## config.mk

```make
export PLATFORM = sky130hd
export DESIGN_NAME = score_display_ctrl_flat
export DESIGN_NICKNAME = d
export VERILOG_FILES = /design/src/rtl/score_display_ctrl_pkg.sv /design/src/rtl/score_display_ctrl_if.sv /design/src/rtl/score_display_ctrl_bcd_dabble_step.sv /design/src/rtl/score_display_ctrl.sv /design/src/flat_wrapper.sv
export SDC_FILE = /design/constraint.sdc
export NUM_CORES = 1
export LEC_CHECK = 0
export ABC_AREA = 1
export ABC_CLOCK_PERIOD_IN_PS = 1600
export BUFFER_PORTS_ARGS = -buffer_cell sky130_fd_sc_hd__buf_2
export CAP_MARGIN = 30
export CORE_MARGIN = 4
export CORE_UTILIZATION = 43
export CTS_BUF_LIST = sky130_fd_sc_hd__clkbuf_8
export DETAILED_ROUTE_END_ITERATION = 10
export HOLD_SLACK_MARGIN = 0.03
export PLACE_DENSITY = 0.68
export RECOVER_POWER = 100
export REMOVE_ABC_BUFFERS = 1
export SYNTH_ARGS = -nofsm -noshare
export SYNTH_HDL_FRONTEND = slang
export SYNTH_HIERARCHICAL = 1
export SYNTH_SLANG_ARGS = --single-unit
```

## constraint.sdc

```tcl
create_clock -name CLOCK_50 -period 1.6 [get_ports CLOCK_50]
set_input_delay 0.08 -clock CLOCK_50 [delete_from_list [all_inputs] [get_ports CLOCK_50]]
set_output_delay 0.08 -clock CLOCK_50 [all_outputs]
set_load 0.005 [all_outputs]
```

## src/rtl/score_display_ctrl_pkg.sv

```systemverilog
// -----------------------------------------------------------------------------
// score_display_ctrl_pkg
// Shared types and constants for the score display controller:
//   - controller state enum (IDLE, CONVERT, COMMIT)
//   - game mode codes and the react "result" screen index
//   - data widths (binary score, chimp level, BCD digit count, shift register)
//   - select_source(): picks the binary value to be shown for a mode/screen
// -----------------------------------------------------------------------------
package score_display_ctrl_pkg;

    typedef enum logic [1:0] {
        IDLE    = 2'd0,
        CONVERT = 2'd1,
        COMMIT  = 2'd2
    } state_t;

    localparam logic [1:0] MODE_IDLE     = 2'd0;
    localparam logic [1:0] MODE_REACT    = 2'd1;
    localparam logic [1:0] MODE_CHIMP    = 2'd2;
    localparam logic [1:0] SCREEN_RESULT = 2'd3;

    localparam int SCORE_W    = 12;
    localparam int LEVEL_W    = 5;
    localparam int NUM_DIGITS = 4;
    localparam int BCD_W      = 4 * NUM_DIGITS;     // 16 BCD bits
    localparam int SR_W       = BCD_W + SCORE_W;    // BCD part + binary part
    localparam int ITER_W     = 4;
    localparam logic [ITER_W-1:0] ITER_LAST = ITER_W'(SCORE_W - 1);

    // Value to display for the current game selection. Mode 3 behaves as idle.
    function automatic logic [SCORE_W-1:0] select_source(
        input logic [1:0]         mode,
        input logic [1:0]         screen,
        input logic [SCORE_W-1:0] react_current,
        input logic [SCORE_W-1:0] react_high,
        input logic [LEVEL_W-1:0] chimp_level
    );
        logic [SCORE_W-1:0] val;
        val = '0;
        if (mode == MODE_REACT) begin
            val = (screen == SCREEN_RESULT) ? react_current : react_high;
        end else if (mode == MODE_CHIMP) begin
            val = {{(SCORE_W-LEVEL_W){1'b0}}, chimp_level};
        end
        return val;
    endfunction

endpackage

```

## src/rtl/score_display_ctrl_if.sv

```systemverilog
// -----------------------------------------------------------------------------
// score_display_ctrl_if
// Bundle between the game logic and the score display controller.
//   master : game side, drives mode/screen/scores/level, reads display outputs
//   slave  : controller side, reads the game state, drives digits/blank/busy/update
// Signals:
//   mode[1:0], screen[1:0], react_current[11:0], react_high[11:0],
//   chimp_level[4:0]                      game -> controller
//   digit0..digit3[3:0] (digit0 = ones), blank[3:0], busy, update
//                                         controller -> game/display
// -----------------------------------------------------------------------------
interface score_display_ctrl_if;
    import score_display_ctrl_pkg::*;

    logic [1:0]         mode;
    logic [1:0]         screen;
    logic [SCORE_W-1:0] react_current;
    logic [SCORE_W-1:0] react_high;
    logic [LEVEL_W-1:0] chimp_level;
    logic [3:0]         digit0;
    logic [3:0]         digit1;
    logic [3:0]         digit2;
    logic [3:0]         digit3;
    logic [3:0]         blank;
    logic               busy;
    logic               update;

    modport master (
        output mode, screen, react_current, react_high, chimp_level,
        input  digit0, digit1, digit2, digit3, blank, busy, update
    );

    modport slave (
        input  mode, screen, react_current, react_high, chimp_level,
        output digit0, digit1, digit2, digit3, blank, busy, update
    );

endinterface

```

## src/rtl/score_display_ctrl_bcd_dabble_step.sv

```systemverilog
// -----------------------------------------------------------------------------
// bcd_dabble_step
// One combinational double-dabble iteration over the {BCD, binary} shift
// register: every BCD nibble >= 5 gets +3, then the whole register shifts
// left by one bit.
// Ports:
//   sr_i [SR_W-1:0]  register before the iteration
//   sr_o [SR_W-1:0]  register after adjust + shift
// -----------------------------------------------------------------------------
module bcd_dabble_step
    import score_display_ctrl_pkg::*;
(
    input  logic [SR_W-1:0] sr_i,
    output logic [SR_W-1:0] sr_o
);

    logic [SR_W-1:0] adjusted;

    assign adjusted[SCORE_W-1:0] = sr_i[SCORE_W-1:0];

    generate
        for (genvar gi = 0; gi < NUM_DIGITS; gi++) begin : g_nibble
            logic [3:0] nib;
            assign nib = sr_i[SCORE_W + 4*gi +: 4];
            assign adjusted[SCORE_W + 4*gi +: 4] = (nib >= 4'd5) ? 4'(nib + 4'd3) : nib;
        end
    endgenerate

    assign sr_o = {adjusted[SR_W-2:0], 1'b0};

endmodule

```

## src/rtl/score_display_ctrl.sv

```systemverilog
// -----------------------------------------------------------------------------
// score_display_ctrl
// Watches the selected game value and, whenever it (or the chimp/non-chimp
// selection) differs from the last captured snapshot, converts it to four BCD
// digits with a 12-cycle double-dabble and commits digits plus leading-zero
// blank flags in one go, pulsing update for a single cycle.
// Ports:
//   CLOCK_50  sole clock, rising edge
//   reset     synchronous active-high reset
//   bus       score_display_ctrl_if.slave (inputs from game, display outputs)
// Timing: capture on edge k, busy high after edges k..k+12, outputs and
// update change after edge k+13.
// -----------------------------------------------------------------------------
module score_display_ctrl
    import score_display_ctrl_pkg::*;
(
    input  logic                 CLOCK_50,
    input  logic                 reset,
    score_display_ctrl_if.slave  bus
);

    state_t              state_q;
    logic [ITER_W-1:0]   iter_q;
    logic [SR_W-1:0]     sr_q;
    logic [SCORE_W-1:0]  snap_val_q;
    logic                snap_chimp_q;
    logic [BCD_W-1:0]    digits_q;
    logic [3:0]          blank_q;
    logic                busy_q;
    logic                update_q;

    logic [SCORE_W-1:0]  sel_val;
    logic                sel_chimp;
    logic [SR_W-1:0]     sr_d;
    logic [BCD_W-1:0]    bcd_res;
    logic [NUM_DIGITS-1:0] dig_zero;
    logic [NUM_DIGITS-1:0] blank_d;

    assign sel_val   = select_source(bus.mode, bus.screen, bus.react_current,
                                     bus.react_high, bus.chimp_level);
    assign sel_chimp = (bus.mode == MODE_CHIMP);

    bcd_dabble_step u_step (
        .sr_i (sr_q),
        .sr_o (sr_d)
    );

    // Blank flags are derived from the finished conversion in sr_q while in
    // COMMIT, so they land in the same cycle as the digits.
    assign bcd_res = sr_q[SR_W-1:SCORE_W];

    generate
        for (genvar gi = 0; gi < NUM_DIGITS; gi++) begin : g_blank
            assign dig_zero[gi] = (bcd_res[4*gi +: 4] == 4'd0);
            if (gi == 0) begin : g_ones
                assign blank_d[gi] = 1'b0;
            end else if (gi >= 2) begin : g_upper
                // Chimp levels never exceed two digits, so the upper pair stays dark.
                assign blank_d[gi] = (&dig_zero[NUM_DIGITS-1:gi]) | snap_chimp_q;
            end else begin : g_mid
                assign blank_d[gi] = &dig_zero[NUM_DIGITS-1:gi];
            end
        end
    endgenerate

    always_ff @(posedge CLOCK_50) begin
        if (reset) begin
            state_q      <= IDLE;
            iter_q       <= '0;
            sr_q         <= '0;
            snap_val_q   <= '0;
            snap_chimp_q <= 1'b0;
            digits_q     <= '0;
            blank_q      <= 4'b1110;
            busy_q       <= 1'b0;
            update_q     <= 1'b0;
        end else begin
            case (state_q)
                IDLE: begin
                    update_q <= 1'b0;
                    if ((sel_val != snap_val_q) || (sel_chimp != snap_chimp_q)) begin
                        snap_val_q   <= sel_val;
                        snap_chimp_q <= sel_chimp;
                        sr_q         <= {{BCD_W{1'b0}}, sel_val};
                        iter_q       <= '0;
                        busy_q       <= 1'b1;
                        state_q      <= CONVERT;
                    end
                end
                CONVERT: begin
                    sr_q   <= sr_d;
                    iter_q <= iter_q + 1'b1;
                    if (iter_q == ITER_LAST) begin
                        iter_q  <= '0;
                        state_q <= COMMIT;
                    end
                end
                COMMIT: begin
                    digits_q <= bcd_res;
                    blank_q  <= blank_d;
                    update_q <= 1'b1;
                    busy_q   <= 1'b0;
                    state_q  <= IDLE;
                end
                default: begin
                    state_q  <= IDLE;
                    update_q <= 1'b0;
                    busy_q   <= 1'b0;
                end
            endcase
        end
    end

    assign bus.digit0 = digits_q[3:0];
    assign bus.digit1 = digits_q[7:4];
    assign bus.digit2 = digits_q[11:8];
    assign bus.digit3 = digits_q[15:12];
    assign bus.blank  = blank_q;
    assign bus.busy   = busy_q;
    assign bus.update = update_q;

endmodule

```

## src/flat_wrapper.sv

```systemverilog
// flat-port wrapper written by rule: the top's interface ports become plain ports
module score_display_ctrl_flat import score_display_ctrl_pkg::*;
  (CLOCK_50, reset, bus_mode, bus_screen, bus_react_current, bus_react_high, bus_chimp_level, bus_digit0, bus_digit1, bus_digit2, bus_digit3, bus_blank, bus_busy, bus_update);
  score_display_ctrl_if bus_i ();
  input  logic CLOCK_50;
  input  logic reset;
  input wire logic [$bits(bus_i.mode)-1:0] bus_mode;
  input wire logic [$bits(bus_i.screen)-1:0] bus_screen;
  input wire logic [$bits(bus_i.react_current)-1:0] bus_react_current;
  input wire logic [$bits(bus_i.react_high)-1:0] bus_react_high;
  input wire logic [$bits(bus_i.chimp_level)-1:0] bus_chimp_level;
  output wire logic [$bits(bus_i.digit0)-1:0] bus_digit0;
  output wire logic [$bits(bus_i.digit1)-1:0] bus_digit1;
  output wire logic [$bits(bus_i.digit2)-1:0] bus_digit2;
  output wire logic [$bits(bus_i.digit3)-1:0] bus_digit3;
  output wire logic [$bits(bus_i.blank)-1:0] bus_blank;
  output wire logic [$bits(bus_i.busy)-1:0] bus_busy;
  output wire logic [$bits(bus_i.update)-1:0] bus_update;
  assign bus_i.mode = bus_mode;
  assign bus_i.screen = bus_screen;
  assign bus_i.react_current = bus_react_current;
  assign bus_i.react_high = bus_react_high;
  assign bus_i.chimp_level = bus_chimp_level;
  assign bus_digit0 = bus_i.digit0;
  assign bus_digit1 = bus_i.digit1;
  assign bus_digit2 = bus_i.digit2;
  assign bus_digit3 = bus_i.digit3;
  assign bus_blank = bus_i.blank;
  assign bus_busy = bus_i.busy;
  assign bus_update = bus_i.update;
  score_display_ctrl u_core (.CLOCK_50(CLOCK_50), .reset(reset), .bus(bus_i));
endmodule
```

# After elaboration in Yosys (flattened, before gate mapping)
# Cells that the tools add are included.
[classes]
addsub = 5
n_mul = 0
div_mod_pow = 0
order_cmp = 4
n_eq_ne = 10
shift = 0
muxes = 18
bitwise = 3
n_reduce_logical = 12
[ops]
columns = ["operator", "count"]
rows = [
  ["$pmux 28 s2", 1],
  ["$mux 28", 1],
  ["$mux 12", 2],
  ["$mux 4", 5],
  ["$ge 4x3->1 const B", 4],
  ["$add 4x2->4 const B", 3],
  ["$logic_not 4->1", 3],
  ["$ne 12x12->1", 1],
  ["$reduce_and 2->1", 5],
  ["$pmux 4 s2", 1],
  ["$eq 2x2->1 const B", 3],
  ["$mux 5", 1],
  ["$add 4x1->4 const B", 1],
  ["$eq 2x1->1 const B", 2],
  ["$eq 4x4->1 const B", 1],
  ["$mux 2", 2],
  ["$ne 2x1->1 const B", 2],
  ["$pmux 1 s2", 2],
  ["$pmux 2 s2", 1],
  ["$add 3x2->3 const B", 1],
  ["$mux 3", 1],
  ["$reduce_and 3->1", 1],
  ["$logic_not 2->1", 1],
  ["$or 1x1->1", 2],
  ["5 further kinds", 5],
]
[word_totals]
register_bits = 68
latch_bits = 0
mem_bits_rw = 0
mem_bits_ro = 0
inputBits = 35
output_inout_bits = 22
n_memories = 0

# Depth between registers and ports, before layout
# Gate-level depths: netlist of run 1.
[depth]
ltp_word = 7
ltp_mapped = 16

# Hierarchy
# The synthesis of run 1 kept the hierarchy.
[by_module_without_submodules]
columns = ["module", "instances", "cells_each", "area_per_inst_um2", "seq_area_each_um2"]
rows = [
  ["score_display_ctrl", 1, 499, 3266.9, 1361.3],
  ["bcd_dabble_step", 1, 99, 583.1, 0.0],
]

# Least setup slack after synthesis of run 1
# No wires, ideal clock.
[synth_timing]
path_type = "input-to-reg"
start = "input bus_mode[0]"
end = "register u_core.sr_q[0]"
setup_ns = 0.132
arrival_ns = 1.400
required_ns = 1.468
setup_slack_ns = 0.067
cell_stages = 15
path_buffers = 2
path_cell_list = "inv_1 -> nor2_2 -> buf_4 -> nand3_1 -> nand2_1 -> nand2_1 -> nor2_1 -> nand2_1 -> nor2_1 -> nand3_2 -> nand2_2 -> nand2_1 -> buf_2 -> nand2_1 -> a21oi_1"
[synth_via]
elab_chain_len = 7
[synth_lines]
columns = ["element", "line_no", "source"]
rows = [
  ["from (decl)", "flat_wrapper.sv:7", "input wire logic [$bits(bus_i.mode)-1:0] bus_mode;"],
  ["$eq 2x2->1", "score_display_ctrl_pkg.sv:42, score_display_ctrl.sv:41", ""],
  ["$mux 5", "score_display_ctrl_pkg.sv:42", "end else if (mode == MODE_CHIMP) begin"],
  ["$mux 12", "score_display_ctrl_pkg.sv:40", "if (mode == MODE_REACT) begin"],
  ["$ne 12x12->1", "score_display_ctrl.sv:81", "if ((sel_val != snap_val_q) || (sel_chimp != snap_chimp_q)) begin"],
  ["$logic_or 1x1->1", "score_display_ctrl.sv:81", ""],
  ["$ne 2x1->1 (no source line)", "n/a", ""],
  ["$reduce_and 2->1 (no source line)", "n/a", ""],
  ["to (signal assigned)", "score_display_ctrl.sv:84", "sr_q <= {{BCD_W{1'b0}}, sel_val};"],
  ["to (signal assigned)", "score_display_ctrl.sv:91", "sr_q <= sr_d;"],
  ["to (decl)", "score_display_ctrl.sv:24", "logic [SR_W-1:0] sr_q;"],
]
# Parallel ways exist; a longest one is shown, timed or not. The select of a mux whose other input is x is not followed.
# A chain may end at the register's enable or synchronous reset.

# Final worst setup path of run 1
[layout_timing]
start = "register u_core.snap_chimp_q"
end = "register u_core.sr_q[3]"
[layout_via]
elab_chain_len = 4
[layout_lines]
columns = ["element", "line_no", "source"]
rows = [
  ["from (decl)", "score_display_ctrl.sv:26", "logic snap_chimp_q;"],
  ["from (signal assigned)", "score_display_ctrl.sv:83", "snap_chimp_q <= sel_chimp;"],
  ["$ne 1x1->1", "score_display_ctrl.sv:81", ""],
  ["$logic_or 1x1->1", "score_display_ctrl.sv:81", ""],
  ["$ne 2x1->1 (no source line)", "n/a", ""],
  ["$reduce_and 2->1 (no source line)", "n/a", ""],
]
# Every way passes these cells.

==> flow_summary.yaml, run 1 <==
status:
  outcome: "completed"
cts:
  cts_buffer_depth: 2
  cts.sink_count: 68
  tritoncts: "done"
  cts_inserted_buffers: 9
  clock_tree.htree_level_count: 3
  clock_pin_slew_of_the_registers_on_the_worst_case_setup_and_hold_paths_ns: 0.06
  clk_latency_ns: 0.35
  ctsRootBufferMaster: "sky130_fd_sc_hd__clkbuf_8"
worst_setup_path:
  worst_path_dominant_cell_family: "simple AND/OR/NAND/NOR gates"
  worst-endpoint-required_ns: 1.82
  critical_path_class: "reg2reg"
  top_fanout_value_on_the_critical_path: 8
  crit_path_top_delay_cell: "sky130_fd_sc_hd__dfxtp_2"
  worst_path_largest_cell_delay_ns: 0.33
  worstSetupStartpointType: "flop"
  endpoint_arrival_time_on_the_critical_path_ns: 1.79
  cp_cell_sequence: "xor2_1, nand2_1, nor2_1, nand2_1, nor2_2, nand3_2, nand2_4, nand2_8, clkbuf_16, nand2_2, a21oi_1"
  crit_buf_inv: 1
  cp_common_cell: "sky130_fd_sc_hd__nand2_1"
  endpoint_kind: "flop"
finish:
  nets: 704
  final.fill_count: 880
  syn_to_final_growth_pct: 21.1
  seqCellArea_um2: 1360
  finish.utilization: 0.534
  antenna-diode-count: 0
  multi_input_area_um2: 2090
  layout-drive-gt1-share: 0.207
  final-instance-count-excl-fill: 771
global_route:
  grt_pass1_vias: 3545
  grt_use_met2: 0.316
  grt_start_max_net_pins: 57
  grtUsageMet3: 0.0244
  first_pass_grt_wire_length_um: 15500
  grt_busiest_layer: "met2"
  grt_antenna_before_repair: 0
  grt.overflow.total: 0
  grt_usage: 0.180
  global_route.usage.met1: 0.224
hold_path:
  min_path_type: "in2reg"
placed_design:
  numPortBuffers: 55
  dp.cells: 753
  preCtsSetupSlack_ns: -0.177
  gp_routability_congestion: 0.823
  place.detailed.hpwl_um: 6300
timing:
  fin_tns_setup_ns: 0
  finalCritPeriodShare: 0.983
  worst_slew_margin_relative_to_its_limit: 0.627
  slew_viol_final: 0
  fin_crit_ns: 1.57
  fin_skew_ns: 0.00890
  clock.fmax_ghz: 0.636
  setup_slack_ns: 0.0273
  final-hold-violation-count: 0
  rsz0062_at_grt: "true"
  setup-violations-final: 0
  tightest_slew_ns: 0.559
floorplan:
  num_io_pins: 57
  die_height_um: 103
  placeable_core_region_um2: 8720
  die-area_um2: 10500
  placementRows: 34
  initial_cell_density_of_the_core: 0.441
  die_w_um: 103
yosys:
  synthFlopType: "sky130_fd_sc_hd__dfxtp_1"
  syn_area_um2: 3850
  synth_async_sr_flop_share: 0
  ys_seq_elements: 68
  yosys_warnings: 6
  synth.most_common_cell: "sky130_fd_sc_hd__nand2_1"
  synth_cell_types: 27
  syn_inst: 598
  synth.yosys.seq_area_share: 0.354
  yosysTopAreaCellShare: 0.354
  ys_top_cells_by_count: "163 x sky130_fd_sc_hd__nand2_1, 79 x sky130_fd_sc_hd__nand3_1, 68 x sky130_fd_sc_hd__dfxtp_1"
  largest_area_contributor_in_the_synthesized_netlist: "sky130_fd_sc_hd__dfxtp_1"
  post_synth.cell_area_avg_um2: 6.44
  synth_enable_flop_cells: 0
  ys_top_cells_by_area: "sky130_fd_sc_hd__dfxtp_1 35%, sky130_fd_sc_hd__nand2_1 16%, sky130_fd_sc_hd__nand3_1 10%"
detailed_routing:
  drt_first_pass_iters: 4
  routed-via-count: 3897
  avgViaCountPerCell: 5.05
  remaining_drc_errors: 0
  finalWirelength_um: 9490
  wl_per_cell_um: 12.3
  dr.first_iter.drc_count: 275
  postRouteAntennaNets: 0
power_and_ir_drop:
  power.switching_mw: 1.04
  power_leakage_nw: 2.14
  cellInternalPower_mw: 2.80
  vdd.ir_drop.worst_v: 0.000354
  switching_share: 0.271
  power.density_nw_per_um2: 826
  combinationalPowerShare: 0.175
  overall_power_of_the_completed_layout_mw: 3.85
  clock_power_share: 0.364
  seqPwrFrac: 0.461
job:
  maxCapViolations: 0
metal layers:
layer / share of wire / vias up
li1: - / 2026
met1: 0.45 / 1746
met2: 0.48 / 111
met3: 0.058 / 14
met4: 0.015 / 0
met5: 0 / -
path summary, 6_finish.rpt:
kind / endpoint / cells past startpoint / slack (ns) / startpoint
max: u_core/sr_q[3] / 11 / 0.03 / u_core/snap_chimp_q
min: u_core/snap_val_q[5] / 5 / 0.15 / bus_react_high[5]
max reg2reg: u_core/sr_q[3] / 11 / 0.03 / u_core/snap_chimp_q
min reg2reg: u_core/snap_val_q[8] / 2 / 0.47 / u_core/snap_val_q[8]
kinds of logic after synthesis:
kind of cell | count (synthesis) | synth area share
buffers and inverters | 106 | 0.127
AND/OR/NAND/NOR | 310 | 0.347
XOR/XNOR | 3 | 0.00683
other | 2 | 0.00195
adder cells (fa/ha/maj) | 9 | 0.0292
AO/OA/AOI/OAI | 100 | 0.135
flip-flops | 68 | 0.354
cell type report:
class / instances / area share
clock buffer: 11 / 0.0325
clock inverter: 3 / 0.00832
inverter: 62 / 0.0499
multi-input combinational: 424 / 0.448
sequential: 68 / 0.293
tap: 108 / 0.0290
timing repair buffer: 95 / 0.140
sequential cells by signal, summed over array words and instances, names as in the netlist:
signal               count
u_core/bus.blank         3
u_core/bus.busy          1
u_core/bus.update        1
u_core/digits_q         16
u_core/iter_q            4
u_core/snap_chimp_q      1
u_core/snap_val_q       12
u_core/sr_q             28
u_core/state_q           2
power groups by stage:
stage | sequential [mW] | clock, mW | combinational [mW]
floorplan | 1.80 | 0 | 0.309
global route | 1.78 | 1.50 | 0.755
CTS | 1.77 | 1.43 | 0.574
finish | 1.77 | 1.40 | 0.672
detailed placement | 1.81 | 0 | 0.568
global placement | 1.81 | 0 | 0.560
layout by cell type (no fill, tap or decap), drive strengths merged, types with 2 or more instances in the layout:
cell / n
a21oi: 42
buf: 78
clkbuf: 28
clkinv: 2
conb: 2
dfxtp: 68
ha: 9
inv: 62
nand2: 168
nand3: 81
nand4: 3
nor2: 54
nor3: 2
nor4: 2
o21ai: 58
xor2: 3
tightest hold or removal path, cell delays in order:
cell and delay [ns]:
sky130_fd_sc_hd__buf_2 0.10, sky130_fd_sc_hd__nand2_1 0.06, sky130_fd_sc_hd__nand2_1 0.06, sky130_fd_sc_hd__nand4_1 0.09, sky130_fd_sc_hd__a21oi_1 0.05
stage by stage:
stage / hold slack [ns] / cell area (µm²)
final: 0.152 / 4660
after global routing: 0.192 / 4660
after CTS: 0.143 / 4510
after detailed placement: 0.456 / 4320
after global placement: 0.449 / 4320
after floorplan: 0.149 / 3590
timing repair:
| action | 4_1_cts | 5_1_grt |
|---|---|---|
| resized for setup | 2 | 40 |
| setup endpoints to repair | 3 | 47 |
| hold buffers | 0 | 0 |
| pin swaps | 0 | 5 |
| cloned | 0 | 3 |
| setup buffers | 0 | 1 |
(Power assumes the default switching activity.)
==> inputs of run 2 (changes only) <==
--- a/config.mk
+++ b/config.mk
@@ -9,12 +9,13 @@
 export ABC_CLOCK_PERIOD_IN_PS = 1600
 export BUFFER_PORTS_ARGS = -buffer_cell sky130_fd_sc_hd__buf_2
 export CAP_MARGIN = 30
+export CORE_ASPECT_RATIO = 0.9
 export CORE_MARGIN = 4
 export CORE_UTILIZATION = 43
 export CTS_BUF_LIST = sky130_fd_sc_hd__clkbuf_8
 export DETAILED_ROUTE_END_ITERATION = 10
 export HOLD_SLACK_MARGIN = 0.03
-export PLACE_DENSITY = 0.68
+export PLACE_DENSITY = 0.63
 export RECOVER_POWER = 100
 export REMOVE_ABC_BUFFERS = 1
 export SYNTH_ARGS = -nofsm -noshare
==> flow_summary.yaml, run 2 (same netlist as run 1, synthesis figures left out) <==
status:
  outcome: "finished with violations"
  violations: "setup timing"
cts:
  clock_tree.htree_level_count: 3
  cts_buffer_depth: 2
  tritoncts: "done"
  cts_inserted_buffers: 9
  clk_latency_ns: 0.35
  post_cts_buffers: 0
  ctsRootBufferMaster: "sky130_fd_sc_hd__clkbuf_8"
  clock_pin_slew_of_the_registers_on_the_worst_case_setup_and_hold_paths_ns: 0.08
  cts.sink_count: 68
timing:
  slew_viol_final: 0
  finalCritPeriodShare: 1.02
  fin_crit_ns: 1.63
  setup-violations-final: 13
  rsz0062_at_grt: "true"
  clock.fmax_ghz: 0.615
  setup_slack_ns: -0.0262
  fin_skew_ns: 0.00647
  final-hold-violation-count: 0
placed_design:
  numPortBuffers: 55
  gp_routability_congestion: 0.865
  place.detailed.hpwl_um: 6510
  preCtsSetupSlack_ns: -0.281
  dp.cells: 763
  dpl-instance-area_um2: 4330
power_and_ir_drop:
  power_leakage_nw: 2.16
  seqPwrFrac: 0.460
  clock_power_share: 0.359
  vdd.ir_drop.worst_v: 0.000362
  power.density_nw_per_um2: 821
  overall_power_of_the_completed_layout_mw: 3.86
  combinationalPowerShare: 0.181
  switching_share: 0.287
  cellInternalPower_mw: 2.75
  power.switching_mw: 1.11
global_route:
  grt_pass1_vias: 3483
  grt_antenna_before_repair: 0
  first_pass_grt_wire_length_um: 15700
  grt_usage: 0.178
  grt.overflow.total: 0
  grt_start_max_net_pins: 57
floorplan:
  num_io_pins: 57
  placementRows: 32
  die_w_um: 108
  die-area_um2: 10500
  placeable_core_region_um2: 8650
  initial_cell_density_of_the_core: 0.445
  die_height_um: 97.8
worst_setup_path:
  crit_buf_inv: 1
  top_fanout_value_on_the_critical_path: 7
  endpoint_arrival_time_on_the_critical_path_ns: 1.85
  endpoint_kind: "flop"
  crit_path_top_delay_cell: "sky130_fd_sc_hd__dfxtp_2"
  worstSetupStartpointType: "flop"
  cp_common_cell: "sky130_fd_sc_hd__nand2_1"
  startpoint: "u_core/snap_chimp_q"
  critical_path_class: "reg2reg"
  worst-endpoint-required_ns: 1.82
  regToRegSetupSlack_ns: -0.03
  r2r_start: "u_core/snap_chimp_q"
  worst_path_dominant_cell_family: "simple AND/OR/NAND/NOR gates"
  cp_cell_sequence: "xor2_2, nand2_1, nor2_2, nand2_1, nor2_1, nand3_2, nand2_4, nand2_8, clkbuf_16, nand2_1, a21oi_1"
  worst_path_largest_cell_delay_ns: 0.36
finish:
  largest_register: "u_core/sr_q"
  syn_to_final_growth_pct: 22.1
  multi_input_area_um2: 2090
  final_cell_area_um2: 4700
  final.fill_count: 857
  layout_commonest_cell: "sky130_fd_sc_hd__nand2_1"
  antenna-diode-count: 0
  largest_register_ffs: 28
  layout-drive-gt1-share: 0.212
  layout.cells.most_common_list: "153 x sky130_fd_sc_hd__nand2_1, 78 x sky130_fd_sc_hd__nand3_1, 67 x sky130_fd_sc_hd__dfxtp_1, 58 x sky130_fd_sc_hd__inv_1, 47 x sky130_fd_sc_hd__nor2_1"
  top_regs: "u_core/sr_q (28), u_core/digits_q (16), u_core/snap_val_q (12)"
  nets: 703
  seqCellArea_um2: 1360
  final-instance-count-excl-fill: 783
detailed_routing:
  drt_first_pass_iters: 4
  avgViaCountPerCell: 5.00
  remaining_drc_errors: 0
  postRouteAntennaNets: 0
  dr.first_iter.drc_count: 241
  routed-via-count: 3913
  finalWirelength_um: 9740
  wl_per_cell_um: 12.4
job:
  maxCapViolations: 0
hold_path:
  start_point_of_the_worst_min_delay_path: "bus_react_high[5]"
  min_path_type: "in2reg"
[run 2: cell count changes in the layout (fill, tap and decap cells not counted), moves of 2 or more]
cell                         change
sky130_fd_sc_hd__o21ai_1         +8
sky130_fd_sc_hd__o21ai_2         -5
sky130_fd_sc_hd__buf_2           +4
sky130_fd_sc_hd__clkbuf_1        -4
sky130_fd_sc_hd__o21ai_0         -3
sky130_fd_sc_hd__buf_4           +2
sky130_fd_sc_hd__buf_6           -2
sky130_fd_sc_hd__clkbuf_16       +2
sky130_fd_sc_hd__clkbuf_8        -2
sky130_fd_sc_hd__clkinvlp_4      +2
sky130_fd_sc_hd__nand2_1         -2
[run 2: power groups by stage]
| stage | combinational (mW) | sequential (mW) | clock, mW |
|---|---|---|---|
| floorplan | 0.309 | 1.80 | 0 |
| global placement | 0.578 | 1.81 | 0 |
| detailed placement | 0.586 | 1.81 | 0 |
| CTS | 0.588 | 1.77 | 1.42 |
| global route | 0.774 | 1.78 | 1.48 |
| finish | 0.699 | 1.77 | 1.39 |
[run 2: worst paths after layout]
check	to	cells past startpoint
setup / recovery	u_core/sr_q[6]	11
hold / removal	u_core/snap_val_q[5]	5
setup reg to reg	u_core/sr_q[6]	11
hold reg to reg	u_core/snap_val_q[4]	2
[run 2: area by class of cell]
type | instances | area share
clock buffers | 9 | 0.0264
clock inverters | 7 | 0.0144
inverters | 62 | 0.0495
multi-input cells | 424 | 0.445
flip-flops and latches | 68 | 0.290
well taps | 119 | 0.0317
repair buffers | 94 | 0.144
[run 2: tightest hold or removal path, delay by kind of cell]
kind / cells / cell delay, ns
AO/OA/AOI/OAI: 1 / 0.06
buffers and inverters: 1 / 0.10
AND/OR/NAND/NOR: 3 / 0.19
[run 2: what timing repair did]
item,CTS,global route
cloned,0,4
pin swaps,0,7
endpoints found under the setup margin,17,45
hold buffers,0,0
gates resized for setup,3,35
[run 2: metrics by stage]
step                TNS [ns]   util  hold WS [ns]
global route           -2.84  0.544         0.187
detailed placement    -10.51  0.501         0.457
CTS                        0  0.524         0.129
finish                -0.154  0.544         0.141
global placement       -9.53  0.501         0.453
floorplan             -58.16      -         0.149
[run 2: metal layers]
layer | vias up | part of all wire | GRT usage
met5 | - | 0 | 0
met4 | 0 | 0.0071 | 0.0408
met3 | 9 | 0.065 | 0.0390
met2 | 124 | 0.46 | 0.290
met1 | 1758 | 0.47 | 0.242
li1 | 2022 | - | -
